`src/rtl/vga_sync_gen.sv`:
```
// vga_sync_gen: pixel-rate divider plus 640x480 raster counters with registered sync/blank decode.
`timescale 1ns/1ps
module vga_sync_gen #(
   parameter int HD = 640,
   parameter int HF = 16,
   parameter int HR = 96,
   parameter int HB = 48,
   parameter int VD = 480,
   parameter int VF = 10,
   parameter int VR = 2,
   parameter int VB = 33,
   parameter int DIV = 4,
   parameter bit SYNC_ACT = 1'b0
) (
   input  logic       clk,
   input  logic       reset,
   output logic       p_tick,
   output logic [9:0] pixel_x,
   output logic [9:0] pixel_y,
   output logic       video_on,
   output logic       hsync,
   output logic       vsync,
   output logic       frame_start
);
   localparam int HT = HD + HF + HR + HB;
   localparam int VT = VD + VF + VR + VB;
   localparam int DW = DIV > 1 ? $clog2(DIV) : 1;
   if (HT > 1024 || VT > 1024 || DIV < 1) begin : g_bad_params
      $error("vga_sync_gen: HT/VT must fit 10-bit counters and DIV must be >= 1");
   end
   logic [DW-1:0] div_cnt;
   logic [9:0] x_next, y_next;
   logic x_wrap, y_wrap;
   assign p_tick = div_cnt == DW'(DIV - 1);
   assign x_wrap = pixel_x == 10'(HT - 1);
   assign y_wrap = pixel_y == 10'(VT - 1);
   assign x_next = x_wrap ? 10'd0 : pixel_x + 10'd1;
   assign y_next = x_wrap ? (y_wrap ? 10'd0 : pixel_y + 10'd1) : pixel_y;
   // Decodes use next-state counters so they land on the same edge as pixel_x/pixel_y.
   always_ff @(posedge clk or posedge reset) begin
      if (reset) begin
         div_cnt     <= '0;
         pixel_x     <= '0;
         pixel_y     <= '0;
         video_on    <= 1'b0;
         hsync       <= ~SYNC_ACT;
         vsync       <= ~SYNC_ACT;
         frame_start <= 1'b0;
      end else begin
         div_cnt <= p_tick ? '0 : div_cnt + 1'b1;
         if (p_tick) begin
            pixel_x     <= x_next;
            pixel_y     <= y_next;
            video_on    <= (x_next < 10'(HD)) && (y_next < 10'(VD));
            hsync       <= (x_next >= 10'(HD + HF) && x_next <= 10'(HD + HF + HR - 1)) ? SYNC_ACT : ~SYNC_ACT;
            vsync       <= (y_next >= 10'(VD + VF) && y_next <= 10'(VD + VF + VR - 1)) ? SYNC_ACT : ~SYNC_ACT;
            frame_start <= x_wrap && y_wrap;
         end
      end
   end
endmodule

```
`config.mk`:
```
export PLATFORM = sky130hd
export DESIGN_NAME = vga_sync_gen
export DESIGN_NICKNAME = d
export VERILOG_FILES = /design/src/rtl/vga_sync_gen.sv
export SDC_FILE = /design/constraint.sdc
export NUM_CORES = 1
export LEC_CHECK = 0
export CAP_MARGIN = 20
export CELL_PAD_IN_SITES_DETAIL_PLACEMENT = 2
export CELL_PAD_IN_SITES_GLOBAL_PLACEMENT = 2
export CORE_ASPECT_RATIO = 1.4
export CORE_MARGIN = 5
export CORE_UTILIZATION = 29
export CTS_CLUSTER_DIAMETER = 150
export DETAILED_ROUTE_END_ITERATION = 10
export PLACE_DENSITY_LB_ADDON = 0.2
export RECOVER_POWER = 50
export SLEW_MARGIN = 5
export SYNTH_ARGS = -nofsm -noshare
export SYNTH_HDL_FRONTEND = slang
export SYNTH_SLANG_ARGS = --single-unit
```
`constraint.sdc`:
```
create_clock -name clk -period 2 [get_ports clk]
set_input_delay 0.3 -clock clk [delete_from_list [all_inputs] [get_ports clk]]
set_output_delay 0.3 -clock clk [all_outputs]
set_load 0.01 [all_outputs]
```
# ---- Word-level counts from Yosys, hierarchy flattened
# Cells that the tools add are included.
dict set report word_totals {
  input_bits 2
  ff_bits 26
}
dict set report op_classes {
  addsub 3
  reduce_logical 4
  n_eq_ne 3
  muxes 6
  order_cmp 6
}
# cell count
set op_table {}
lappend op_table {{$mux W10} 3}
lappend op_table {{$add A10 B1 Y10 const B} 2}
lappend op_table {{$eq A10 B10 Y1 const B} 2}
lappend op_table {{$ge A10 B10 Y1 const B} 1}
lappend op_table {{$ge A10 B9 Y1 const B} 1}
lappend op_table {{$le A10 B10 Y1 const B} 1}
lappend op_table {{$le A10 B9 Y1 const B} 1}
lappend op_table {{$lt A10 B10 Y1 const B} 1}
lappend op_table {{$lt A10 B9 Y1 const B} 1}
lappend op_table {{$logic_and A1 B1 Y1} 4}
lappend op_table {{$add A2 B1 Y2 const B} 1}
lappend op_table {{$eq A2 B2 Y1 const B} 1}
lappend op_table {{$mux W1} 2}
lappend op_table {{$mux W2} 1}

# ---- Longest topological paths before layout
dict set report logic_depth {
  word_depth 6
  mapped_depth 8
  depth_no_buf 8
}

# ---- Worst setup path before layout
# No wires, ideal clock.
dict set report synth_timing {
  kind {register to register}
  start {register pixel_x[1]}
  end {register vsync}
  synth_period_minus_slack_ns 2.178
  arrival_ns 2.095
  path_stages_with_launch 8
  path_slack_ns -0.178
  required_time_ns 1.917
  path_buffers 0
  path_cell_list {dfrtp_1 ha_1 nand4_4 nor4_4 nand4_1 mux2i_1 nand4b_1 o32a_1}
}
dict set report synth_via {
  elab_chain_len 5
  elab_cells_between_ends 6
}
# element line_no
set synth_lines {}
lappend synth_lines {{from (decl)} 18} ;# output logic [9:0] pixel_x,
lappend synth_lines {{from (signal assigned)} 52} ;# pixel_x <= x_next;
lappend synth_lines {{$eq A10 B10 Y1 (*)} 35} ;# assign x_wrap = pixel_x == 10'(HT - 1);
lappend synth_lines {{$mux W10 (*)} 38} ;# assign y_next = x_wrap ? (y_wrap ? 10'd0 : pixel_y + 10'd1) : pixel_y;
lappend synth_lines {{$ge A10 B9 Y1 or $le A10 B9 Y1 (tied branches)} 56} ;# vsync <= (y_next >= 10'(VD + VF) && y_next <= 10'(VD + VF + VR - 1)) ? SYNC_ACT : ~SYNC_ACT;
lappend synth_lines {{$logic_and A1 B1 Y1 (*)} 56}
lappend synth_lines {{$mux W1 (*)} 56}
lappend synth_lines {{to (signal assigned)} 47} ;# vsync <= ~SYNC_ACT;
lappend synth_lines {{to (signal assigned)} 56}
lappend synth_lines {{to (decl)} 22} ;# output logic vsync,
# Mark *: on every way between the ends. The rest lies on a longest branch, timed or not.
# A chain may end at the register's enable or synchronous reset.

# ---- Worst setup path in the final report
dict set report layout_timing {
  start {register pixel_x[7]}
  end {register pixel_y[2]}
}
dict set report layout_via {
  elab_chain_len 2
}
# element line_no
set layout_lines {}
lappend layout_lines {{$eq A10 B10 Y1} 35}
lappend layout_lines {{$mux W10} 38}
lappend layout_lines {{to (signal assigned)} 53} ;# pixel_y <= y_next;
lappend layout_lines {{to (decl)} 19} ;# output logic [9:0] pixel_y,
# No other way between the ends.

==> Flow_metrics.wiki <==
{| class="wikitable"
! Metric !! Value
|-
| Kind of start point of the critical path || flip-flop
|-
| Maximum buffer depth of the clock tree || 2
|-
| Remaining global-route overflow || 0
|-
| Critical path capture point type || flip-flop
|-
| Post-synth top area share || 37.4%
|-
| Number of global-route vias before repair || 1,809
|-
| Length of routed wiring on met1 || 2150 um
|-
| Portion of the clock cycle consumed by the worst path in the final layout || 105%
|-
| Sequential share of the synthesized area || 40.7%
|-
| # diodes || 0
|-
| First-pass iteration count of the detailed router || 2
|-
| Site Rows || 32
|-
| Summed negative setup slack over all endpoints || -0.615 ns
|-
| HPWL after detailed placement || 4110 um
|-
| GRT Total Usage || 16.1%
|-
| Top post-synthesis cells by count || 24 x dfrtp_1, 22 x nand2_1, 14 x nor2_1
|-
| Data arrival time at the worst-slack endpoint || 2.31 ns
|-
| Power per cell area || 389 nW/um^2
|-
| Width of the die || 72.9 um
|-
| Ys flop type || dfrtp_1
|-
| Number of buffers added on ports || 26
|-
| Sinks on Clock Net || 26
|-
| Number of buffers added by the clock tree synthesis step || 3
|-
| Number of vias per cell || 5.16
|-
| Critical Path Fanout Max || 7
|-
| Number of distinct library cell variants in the gate-level netlist after synthesis || 44
|-
| Per-cell routed wire length || 18.6 um
|-
| Ys async rst share || 100%
|-
| Number of design-rule violations left by the first detailed-router iteration || 35
|-
| Maximum number of pins on one net before global-route repair || 27
|-
| Fin nets || 243
|-
| DR WL met3 || 89 um
|-
| Hold Path Class || reg2reg
|-
| Synth Register Bits || 26
|-
| Max-slew violations || 0
|-
| Number of max-cap violations || 0
|-
| Ys Warns || 0
|-
| Total number of vias || 1,562
|-
| Count of pins on the block boundary || 27
|-
| Number of cells produced by synthesis || 173
|-
| Cells taking the most area after synthesis || dfrtp_1 37%, xnor2_1 5.5%, nand2_1 5.1%
|-
| Library cell used as clock root buffer || clkbuf_8
|-
| Placed standard-cell area || 2160 um^2
|-
| CTS tree || yes
|-
| Clock latency at the later pin of the worst-skew pair || 0.28 ns
|-
| Initial standard-cell utilization of the core || 29.5%
|-
| Clock period minus worst slack || 2.10 ns
|-
| Hold violation count in the final report || 0
|-
| Hold bufs inserted after CTS || 0
|-
| Post-synthesis net count || 180
|-
| Slew at the pin closest to its max-slew limit || 0.726 ns
|-
| Clock transition time at the flip-flop clock pins of the worst setup and hold paths || 0.10 ns
|-
| Biggest area consumer among synthesized cells || dfrtp_1
|-
| Maximum VDD drop || 189 uV
|-
| Static Leakage || 0.938 nW
|-
| Average footprint of a synthesized cell || 9.29 um^2
|-
| Worst Clk Skew || 0.00821 ns
|-
| Antenna violations before repair || 0
|-
| Relative slew margins || 51.6%
|-
| Area of the mapped netlist || 1610 um^2
|-
| Standard cell core area || 5450 um^2
|-
| Fraction of layout cells with a size suffix above 1 || 26.8%
|-
| Worst endpoint required time || 2.20 ns
|-
| Number of fillers in the final layout || 626
|-
| Type of the worst setup path || reg2reg
|-
| Y dimension of the die || 98.1 um
|-
| Die Footprint || 7150 um^2
|-
| Achievable Freq || 0.476 GHz
|-
| DR WL met2 || 3300 um
|-
| Count of unresolved DRC violations after routing || 0
|-
| Topmost layer with routed signal wires || met4
|-
| Setup repair after global routing missed its margin || true
|-
| Worst Setup Slack post-DPL || -0.116 ns
|-
| First-pass GRT wire length || 8980 um
|-
| Post-layout instance area || 2320 um^2
|-
| Routed Antenna Nets || 0
|-
| Number of enable flip-flop cells after synthesis || 0
|-
| Area growth from synthesis to final layout || 44.5%
|-
| Violations in the final reports || setup timing
|-
| Run status || finished with violations
|-
| Final setup vio count || 8
|-
| Final estimated routing congestion in global placement || 0.893
|-
| Final WS setup || -0.101 ns
|-
| Level count of the clock H-tree || 1
|-
| Total wire length || 5640 um
|-
| Most numerous cell in the Yosys netlist || dfrtp_1
|}
[final timing paths]
check	start	endpoint	slack (ns)	cells past startpoint
max	pixel_x[7]	pixel_y[2]	-0.10	7
min	div_cnt[0]	div_cnt[0]	0.44	1
max reg2reg	pixel_x[7]	pixel_y[2]	-0.10	7
min reg2reg	div_cnt[0]	div_cnt[0]	0.44	1
max in group asynchronous	reset	pixel_x[0]	0.85	3
min in group asynchronous	reset	pixel_y[0]	0.65	3
[state kept, by name, summed over array words and instances (netlist names)]
signal and flops:
hsync 1, pixel_x 10, vsync 1, frame_start 1
pixel_y 10, div_cnt 2, video_on 1
[what timing repair did]
action / 4_1_cts / 5_1_grt
buffers inserted: 3 / 6
endpoints found under the setup margin: 2 / 5
pin swaps: 4 / 9
resized for setup: 3 / 2
[per-stage QoR]
step	util [%]	hold WS (ns)	instances	power (mW)
final	42.6	0.439	303	0.904
after global routing	42.6	0.473	303	0.937
after CTS	41.5	0.398	297	0.914
after detailed placement	39.7	0.431	290	0.551
after global placement	39.7	0.415	290	0.551
after floorplan	-	0.338	173	0.543
[layout by cell type, fill, tap and decap left out, types with 3 or more instances in the layout]
cell,Yosys,layout
nor2_1,14,14
a21oi_1,8,8
mux2i_1,3,3
dfrtp_1,24,22
nand2_1,22,21
buf_4,0,39
o31ai_1,4,3
o21ai_0,9,9
and3_1,3,3
inv_1,5,5
clkbuf_8,0,4
nand2b_1,3,3
o21ai_1,5,5
nand3_1,9,9
nand4_1,6,6
xnor2_1,10,10
clkdlybuf4s50_1,0,25
ha_1,5,4
[critical path: stages, from the launching register on]
cell,delay [ns]
dfrtp_1,0.40
nand3b_1,0.26
buf_4,0.20
or4_4,0.57
nor2_4,0.24
buf_4,0.14
nand3_1,0.07
o21ai_1,0.14
[routing by layer]
layer  vias to the layer above  global-route usage, %
met5                         -                      0
met4                         0                   4.97
met3                         6                   1.96
met2                        23                   30.7
met1                       799                   17.8
li1                        734                      -
[report_power, final]
part / internal (mW) / switching [mW] / total (mW)
Clock: 0.177 / 0.188 / 0.364
Sequential: 0.526 / 0 / 0.526
Combinational: 0.00206 / 0.0115 / 0.0136
Total: 0.704 / 0.199 / 0.904
[cell families after synthesis]
family	synth area share, %
simple gates	26.9
compound gates	15.0
flops	40.7
buf+inv	3.89
xor+xnor	7.09
fa+ha+maj	3.89
mux	2.57
[cell type report]
type,count,area (um^2),share of cell area [%]
well taps,68,85.1,3.66
inverters,5,18.8,0.808
repair buffers,67,578,24.9
clock buffers,4,55.1,2.37
flip-flops and latches,26,656,28.2
multi-input cells,133,930,40.0
Note: power is estimated with default switching activity, not from simulation.
